$ cat src/rtl/cpu_bus_tracer.sv
// CPU bus tracer: snoops the bus, counts read/write/illegal cycles, traces them into a FIFO
// and stops on a cycle limit or watch hit. Optional timestamp prefix via TRACE_TIMESTAMP_EN.
module cpu_bus_tracer #(
    parameter int ADDR_W    = 16,
    parameter int DATA_W    = 16,
    parameter int DEPTH     = 16,
    parameter int NUM_WATCH = 2,
    parameter int CNT_W     = 32,
    parameter int TS_W      = 16,
`ifdef TRACE_TIMESTAMP_EN
    localparam int ENTRY_W  = TS_W + 2 + ADDR_W + DATA_W
`else
    localparam int ENTRY_W  = 2 + ADDR_W + DATA_W
`endif
) (
    input  logic                        clkR,
    input  logic                        reset,
    input  logic [ADDR_W-1:0]           ADDRBUS,
    input  logic [1:0]                  CTRLBUS,
    input  logic [DATA_W-1:0]           DATABUS,
    input  logic                        arm,
    input  logic [CNT_W-1:0]            cycle_limit,
    input  logic [NUM_WATCH*ADDR_W-1:0] watch_addr,
    input  logic [NUM_WATCH-1:0]        watch_en,
    input  logic                        halt_on_watch,
    input  logic                        trace_rd,
    output logic                        trace_valid,
    output logic [ENTRY_W-1:0]          trace_data,
    output logic                        trace_empty,
    output logic                        overflow,
    output logic [CNT_W-1:0]            rd_count,
    output logic [CNT_W-1:0]            wr_count,
    output logic [CNT_W-1:0]            err_count,
    output logic [NUM_WATCH-1:0]        watch_hit,
    output logic                        running,
    output logic                        done
);
    localparam int AW = $clog2(DEPTH);
    localparam int PW = AW + 1;

    typedef enum logic [1:0] {ST_IDLE = 2'd0, ST_RUN = 2'd1, ST_DONE = 2'd2} state_t;

    state_t               r_state;
    logic [CNT_W-1:0]     r_cyc;
    logic [CNT_W-1:0]     r_rd_count;
    logic [CNT_W-1:0]     r_wr_count;
    logic [CNT_W-1:0]     r_err_count;
    logic [PW-1:0]        r_wr_ptr;
    logic [PW-1:0]        r_rd_ptr;
    logic                 r_overflow;
    logic [NUM_WATCH-1:0] r_watch_hit;
    logic                 r_valid;
    logic [ENTRY_W-1:0]   r_data;
    logic [ENTRY_W-1:0]   r_mem [DEPTH];

    logic                 w_run;
    logic                 w_push;
    logic                 w_pop;
    logic                 w_wr;
    logic                 w_empty;
    logic                 w_full;
    logic                 w_limit;
    logic                 w_rdwr;
    logic [NUM_WATCH-1:0] w_hit;
    logic [ENTRY_W-1:0]   w_entry;

    // The arm cycle suppresses capture and pops so the restarted run begins clean.
    assign w_run   = (r_state == ST_RUN) && !arm;
    assign w_push  = w_run && (CTRLBUS != 2'b00);
    assign w_empty = (r_wr_ptr == r_rd_ptr);
    assign w_full  = (r_wr_ptr[AW] != r_rd_ptr[AW]) && (r_wr_ptr[AW-1:0] == r_rd_ptr[AW-1:0]);
    assign w_pop   = trace_rd && !w_empty && !arm;
    assign w_wr    = w_push && (!w_full || w_pop);
    assign w_rdwr  = (CTRLBUS == 2'b01) || (CTRLBUS == 2'b10);
    assign w_limit = (cycle_limit != {CNT_W{1'b0}}) && ((r_cyc + CNT_W'(1)) == cycle_limit);

`ifdef TRACE_TIMESTAMP_EN
    assign w_entry = {r_cyc[TS_W-1:0], CTRLBUS, ADDRBUS, DATABUS};
`else
    assign w_entry = {CTRLBUS, ADDRBUS, DATABUS};
`endif

    // Per-channel address compare; illegal cycles never qualify as hits.
    always_comb begin
        w_hit = {NUM_WATCH{1'b0}};
        for (int i = 0; i < NUM_WATCH; i++) begin
            if (w_run && watch_en[i] && w_rdwr && (ADDRBUS == watch_addr[i*ADDR_W +: ADDR_W])) begin
                w_hit[i] = 1'b1;
            end else begin
                w_hit[i] = 1'b0;
            end
        end
    end

    // Trace storage; contents need no reset because the pointers gate visibility.
    always_ff @(posedge clkR) begin
        if (w_wr) begin
            r_mem[r_wr_ptr[AW-1:0]] <= w_entry;
        end
    end

    // Control FSM, counters, FIFO pointers and registered read port.
    always_ff @(posedge clkR) begin
        if (reset) begin
            r_state     <= ST_IDLE;
            r_cyc       <= {CNT_W{1'b0}};
            r_rd_count  <= {CNT_W{1'b0}};
            r_wr_count  <= {CNT_W{1'b0}};
            r_err_count <= {CNT_W{1'b0}};
            r_wr_ptr    <= {PW{1'b0}};
            r_rd_ptr    <= {PW{1'b0}};
            r_overflow  <= 1'b0;
            r_watch_hit <= {NUM_WATCH{1'b0}};
            r_valid     <= 1'b0;
            r_data      <= {ENTRY_W{1'b0}};
        end else if (arm) begin
            r_state     <= ST_RUN;
            r_cyc       <= {CNT_W{1'b0}};
            r_rd_count  <= {CNT_W{1'b0}};
            r_wr_count  <= {CNT_W{1'b0}};
            r_err_count <= {CNT_W{1'b0}};
            r_wr_ptr    <= {PW{1'b0}};
            r_rd_ptr    <= {PW{1'b0}};
            r_overflow  <= 1'b0;
            r_watch_hit <= {NUM_WATCH{1'b0}};
            r_valid     <= 1'b0;
        end else begin
            r_valid <= w_pop;
            if (w_pop) begin
                r_data   <= r_mem[r_rd_ptr[AW-1:0]];
                r_rd_ptr <= r_rd_ptr + PW'(1);
            end
            if (w_wr) begin
                r_wr_ptr <= r_wr_ptr + PW'(1);
            end
            if (w_push && w_full && !w_pop) begin
                r_overflow <= 1'b1;
            end
            r_watch_hit <= r_watch_hit | w_hit;
            case (r_state)
                ST_RUN: begin
                    r_cyc <= r_cyc + CNT_W'(1);
                    case (CTRLBUS)
                        2'b01: if (r_rd_count != {CNT_W{1'b1}}) r_rd_count <= r_rd_count + CNT_W'(1);
                        2'b10: if (r_wr_count != {CNT_W{1'b1}}) r_wr_count <= r_wr_count + CNT_W'(1);
                        2'b11: if (r_err_count != {CNT_W{1'b1}}) r_err_count <= r_err_count + CNT_W'(1);
                        default: ;
                    endcase
                    if (w_limit || (halt_on_watch && (|w_hit))) begin
                        r_state <= ST_DONE;
                    end
                end
                ST_IDLE: r_state <= ST_IDLE;
                ST_DONE: r_state <= ST_DONE;
                default: r_state <= ST_IDLE;
            endcase
        end
    end

    assign trace_valid = r_valid;
    assign trace_data  = r_data;
    assign trace_empty = w_empty;
    assign overflow    = r_overflow;
    assign rd_count    = r_rd_count;
    assign wr_count    = r_wr_count;
    assign err_count   = r_err_count;
    assign watch_hit   = r_watch_hit;
    assign running     = (r_state == ST_RUN);
    assign done        = (r_state == ST_DONE);

endmodule

$ cat config.mk
export PLATFORM = sky130hd
export DESIGN_NAME = cpu_bus_tracer
export DESIGN_NICKNAME = d
export VERILOG_FILES = /design/src/rtl/cpu_bus_tracer.sv
export SDC_FILE = /design/constraint.sdc
export NUM_CORES = 1
export LEC_CHECK = 0
export CORE_AREA = 3 3 295 297
export DETAILED_ROUTE_END_ITERATION = 8
export DIE_AREA = 0 0 298 300
export PLACE_DENSITY = 0.54
export SYNTH_ARGS = -nofsm -noshare
export SYNTH_HDL_FRONTEND = slang
export SYNTH_SLANG_ARGS = --single-unit
$ cat constraint.sdc
create_clock -name clkR -period 5.5 [get_ports clkR]
set_clock_uncertainty 0.2 [all_clocks]
set_input_delay 1.65 -clock clkR [delete_from_list [all_inputs] [get_ports clkR]]
set_output_delay 1.65 -clock clkR [all_outputs]
set_load 0.05 [all_outputs]
==> results.json <==
{
  "outcome": "finished clean",
  "track_usage_pct": 17.7,
  "ys_ff_latch": 722,
  "worst-path-buf-inv": 1,
  "setup-tns-final_ns": 0,
  "holdPathStages": 2,
  "wl_per_cell_um": 23.4,
  "die-area_mm2": 0.0894,
  "regToRegSetupSlack_ns": 1.73,
  "relSlewSlack_pct": 30.2,
  "grt_max_degree": 140,
  "p_int_mw": 8.86,
  "cts_resized": 0,
  "yosysUniqueCellTypes": 63,
  "initial_core_util_pct": 34.9,
  "synthToLayoutAreaGrowth_pct": 22.9,
  "io_buffers": 241,
  "min_to": "trace_data[28]",
  "async_flop_share_pct": 0,
  "cp_data_arrival_time_ns": 2.87,
  "firstDrtPassIters": 5,
  "clkPwrFrac_pct": 44.9,
  "crit_required_ns": 3.65,
  "htreeDepth": 3,
  "placed_cells": 3245,
  "drive_gt1_share_pct": 16.6,
  "endpoint_kind": "primary output",
  "syn-instance-count": 1901,
  "grt_first_pass_wirelength_um": 119000,
  "drt_iter0_drc": 1514,
  "drt-total-wl_um": 79400,
  "cts.sinks": 722,
  "switching_share_pct": 21.4,
  "maxCapViolations": 0,
  "fmaxAchievable_ghz": 0.212,
  "clk_latency_ns": 0.64,
  "critPathKind": "reg -> out",
  "leakage_nw": 10.9,
  "tritoncts": "done",
  "finalCritPeriodShare_pct": 85.8,
  "synth_ff_type": "edfxtp_1",
  "worstMarginPinSlew_ns": 1.05,
  "pwr-share-seq_pct": 52.0,
  "vias_per_cell": 5.15,
  "cts_buffers": 79,
  "cpLargestDelayFamily": "buffers and inverters",
  "dieHeight_um": 300,
  "cts_setup_buffers": 0,
  "finalMaxSlewViolations": 0,
  "rsz0062_at_grt": "false",
  "min_from": "trace_data[28]",
  "syn_nets": 2021,
  "min_period_ns": 4.72,
  "power_density_mw_per_mm2": 310,
  "drc": 0,
  "hold_buffers": 0,
  "r2r_start": "r_rd_ptr[0]",
  "irDropWorstVdd_mv": 0.246,
  "yosys_warnings": 0,
  "gr-total-overflow": 0,
  "layout.nets": 2302,
  "vias": 17500,
  "syn_area_per_cell_um2": 15.6,
  "synth_edf_count": 544,
  "syn_area_mm2": 0.0296,
  "setup_violations": 0,
  "final_hold_viol_count": 0,
  "rr_endpoint": "trace_data[32]",
  "fillCellCount": 7668,
  "r2r_cells": 6,
  "seq_area_frac_synth_pct": 67.3,
  "row_count": 107,
  "cts-root-buf": "clkbuf_16",
  "ios": 242,
  "worstPathCellList": "xnor2_1 -> nand4_1 -> nor2_1 -> clkdlybuf4s50_1",
  "hold_class": "reg -> reg",
  "grt_antenna_before_repair": 4,
  "p_sw_mw": 2.42,
  "grt_pass1_vias": 18000,
  "final_cell_count_no_fill": 3392,
  "path_clk_slew_ns": 0.06,
  "power_frac_comb_pct": 3.1,
  "start_kind": "flip-flop",
  "place.gp.congestion": 0.838,
  "clockBufferDepth": 3,
  "drtAntennaViolNets": 0,
  "dp_hpwl_um": 49900,
  "crit_path_max_fanout": 9,
  "max_stage_delay_ns": 0.88,
  "slowest_stage": "clkdlybuf4s50_1",
  "core_mm2": 0.0849,
  "die_width_um": 298
}
==> metal layers <==
layer  track usage [%]  part of all wire (%)  vias up
met2              28.9                    48      494
met4              4.11                   2.1        4
met1              24.5                    44     8981
met3              3.29                   5.5      119
met5                 0                 0.039        -
li1                  -                     -     7880
==> worst reg2reg max path: stages, from the launching register on <==
cell and delay [ns]:
dfxtp_4 0.37, buf_12 0.58, buf_4 1.03, mux4_2 0.68
mux4_2 0.48, nand2_1 0.19, a21oi_1 0.09
==> logic make-up (layout without fill, tap and decap cells) <==
family | after synthesis | count (layout) | synth area share [%]
DFF | 722 | 722 | 67.3
AOI/OAI and AO/OA | 136 | 136 | 2.77
xor gates and xnor gates | 180 | 180 | 5.38
muxes | 176 | 176 | 13.1
adders and majority gates | 15 | 15 | 0.634
and+or+nand+nor | 557 | 557 | 9.27
other | 0 | 2 | 0
buffers and inverters | 115 | 460 | 1.53
==> how the worst max path moves through the flow <==
stage / start / endpoint / slack, ns / depth (start not counted)
detailed placement: CTRLBUS[0] / r_mem[1][24] / 0.17 / 8
floorplan: CTRLBUS[0] / r_mem[15][0] / 0.70 / 7
global placement: CTRLBUS[0] / r_mem[1][26] / 0.16 / 8
finish: r_wr_ptr[3] / trace_empty / 0.78 / 4
global route: r_wr_ptr[2] / trace_empty / 0.61 / 4
CTS: r_wr_ptr[3] / trace_empty / 0.73 / 4
==> area by class of cell <==
class / instances / area [um2] / area share (%)
sequential: 722 / 19900 / 54.8
timing repair buffer: 291 / 3020 / 8.31
inverter: 24 / 90.1 / 0.248
multi-input combinational: 1064 / 9390 / 25.8
antenna: 2 / 5.00 / 0.0138
tap: 1144 / 1430 / 3.94
clock inverter: 38 / 375 / 1.03
clock buffer: 107 / 2130 / 5.86
==> state kept, by name, indices dropped and copies added, names as in the netlist <==
signal       flops
r_wr_ptr         5
r_state          2
r_cyc           32
r_rd_ptr         5
r_mem          544
watch_hit        2
trace_data      34
rd_count        32
wr_count        32
err_count       32
trace_valid      1
overflow         1
==> cells in the mapped netlist (2+ instances only) <==
| library cell | number | share of area (%) |
|---|---|---|
| nor3b_1 | 7 | 0.18 |
| or4_1 | 5 | 0.13 |
| buf_2 | 7 | 0.12 |
| or3b_2 | 2 | 0.059 |
| o22ai_1 | 4 | 0.085 |
| or3_1 | 31 | 0.66 |
| o2111ai_1 | 3 | 0.089 |
| nand3_1 | 37 | 0.63 |
| nor2_1 | 167 | 2.1 |
| buf_1 | 15 | 0.19 |
| and4_1 | 12 | 0.36 |
| o31ai_1 | 3 | 0.076 |
| clkbuf_1 | 66 | 0.84 |
| nand4b_1 | 2 | 0.059 |
| mux4_2 | 170 | 13 |
| nor3_1 | 24 | 0.41 |
| and3_1 | 14 | 0.30 |
| o21ai_1 | 3 | 0.051 |
| ha_1 | 15 | 0.63 |
| a21boi_0 | 2 | 0.051 |
| a32oi_1 | 2 | 0.059 |
| nor4_1 | 22 | 0.47 |
| o311a_1 | 2 | 0.068 |
| o211ai_1 | 5 | 0.13 |
| o21ai_0 | 30 | 0.51 |
| and2_1 | 9 | 0.19 |
| a21oi_1 | 67 | 1.1 |
| mux2i_1 | 6 | 0.20 |
| edfxtp_1 | 544 | 55 |
| nand4_1 | 54 | 1.1 |
| nand2_1 | 137 | 1.7 |
| nor2b_1 | 7 | 0.15 |
| nand3b_1 | 3 | 0.076 |
| dfxtp_1 | 178 | 12 |
| or2_2 | 10 | 0.21 |
| xnor2_1 | 102 | 3.0 |
| xor2_1 | 77 | 2.3 |
| a31oi_1 | 4 | 0.085 |
| inv_1 | 24 | 0.30 |
| nand2b_1 | 6 | 0.13 |
==> power groups by stage <==
stage	combinational, mW	sequential [mW]	clock, mW
finish	0.349	5.87	5.06
global route	0.378	5.86	5.43
CTS	0.356	5.87	5.21
detailed placement	0.354	5.98	0
global placement	0.350	5.98	0
floorplan	0.117	5.99	0
==> layout by cell type (no fill, tap or decap), types with 67 or more instances in the layout <==
cell type	synthesis	layout
edfxtp_1	544	544
clkbuf_16	0	79
nand2_1	137	137
clkdlybuf4s50_1	0	240
xnor2_1	102	102
xor2_1	77	77
mux4_2	170	170
dfxtp_1	178	174
a21oi_1	67	67
nor2_1	167	154
==> per-stage QoR <==
step                      power, mW  util [%]  setup slack (ns)  hold WS [ns]  instance area (um2)
after floorplan                6.11         -             0.705         0.286                29600
after detailed placement       6.34      39.9             0.174         0.249                33800
after CTS                      11.4      42.8             0.732         0.257                36300
final                          11.3      42.8             0.780         0.255                36400
after global placement         6.33      39.9             0.164         0.247                33800
after global routing           11.7      42.8             0.607         0.268                36300
No activity file was read; power rests on OpenSTA's default activity.
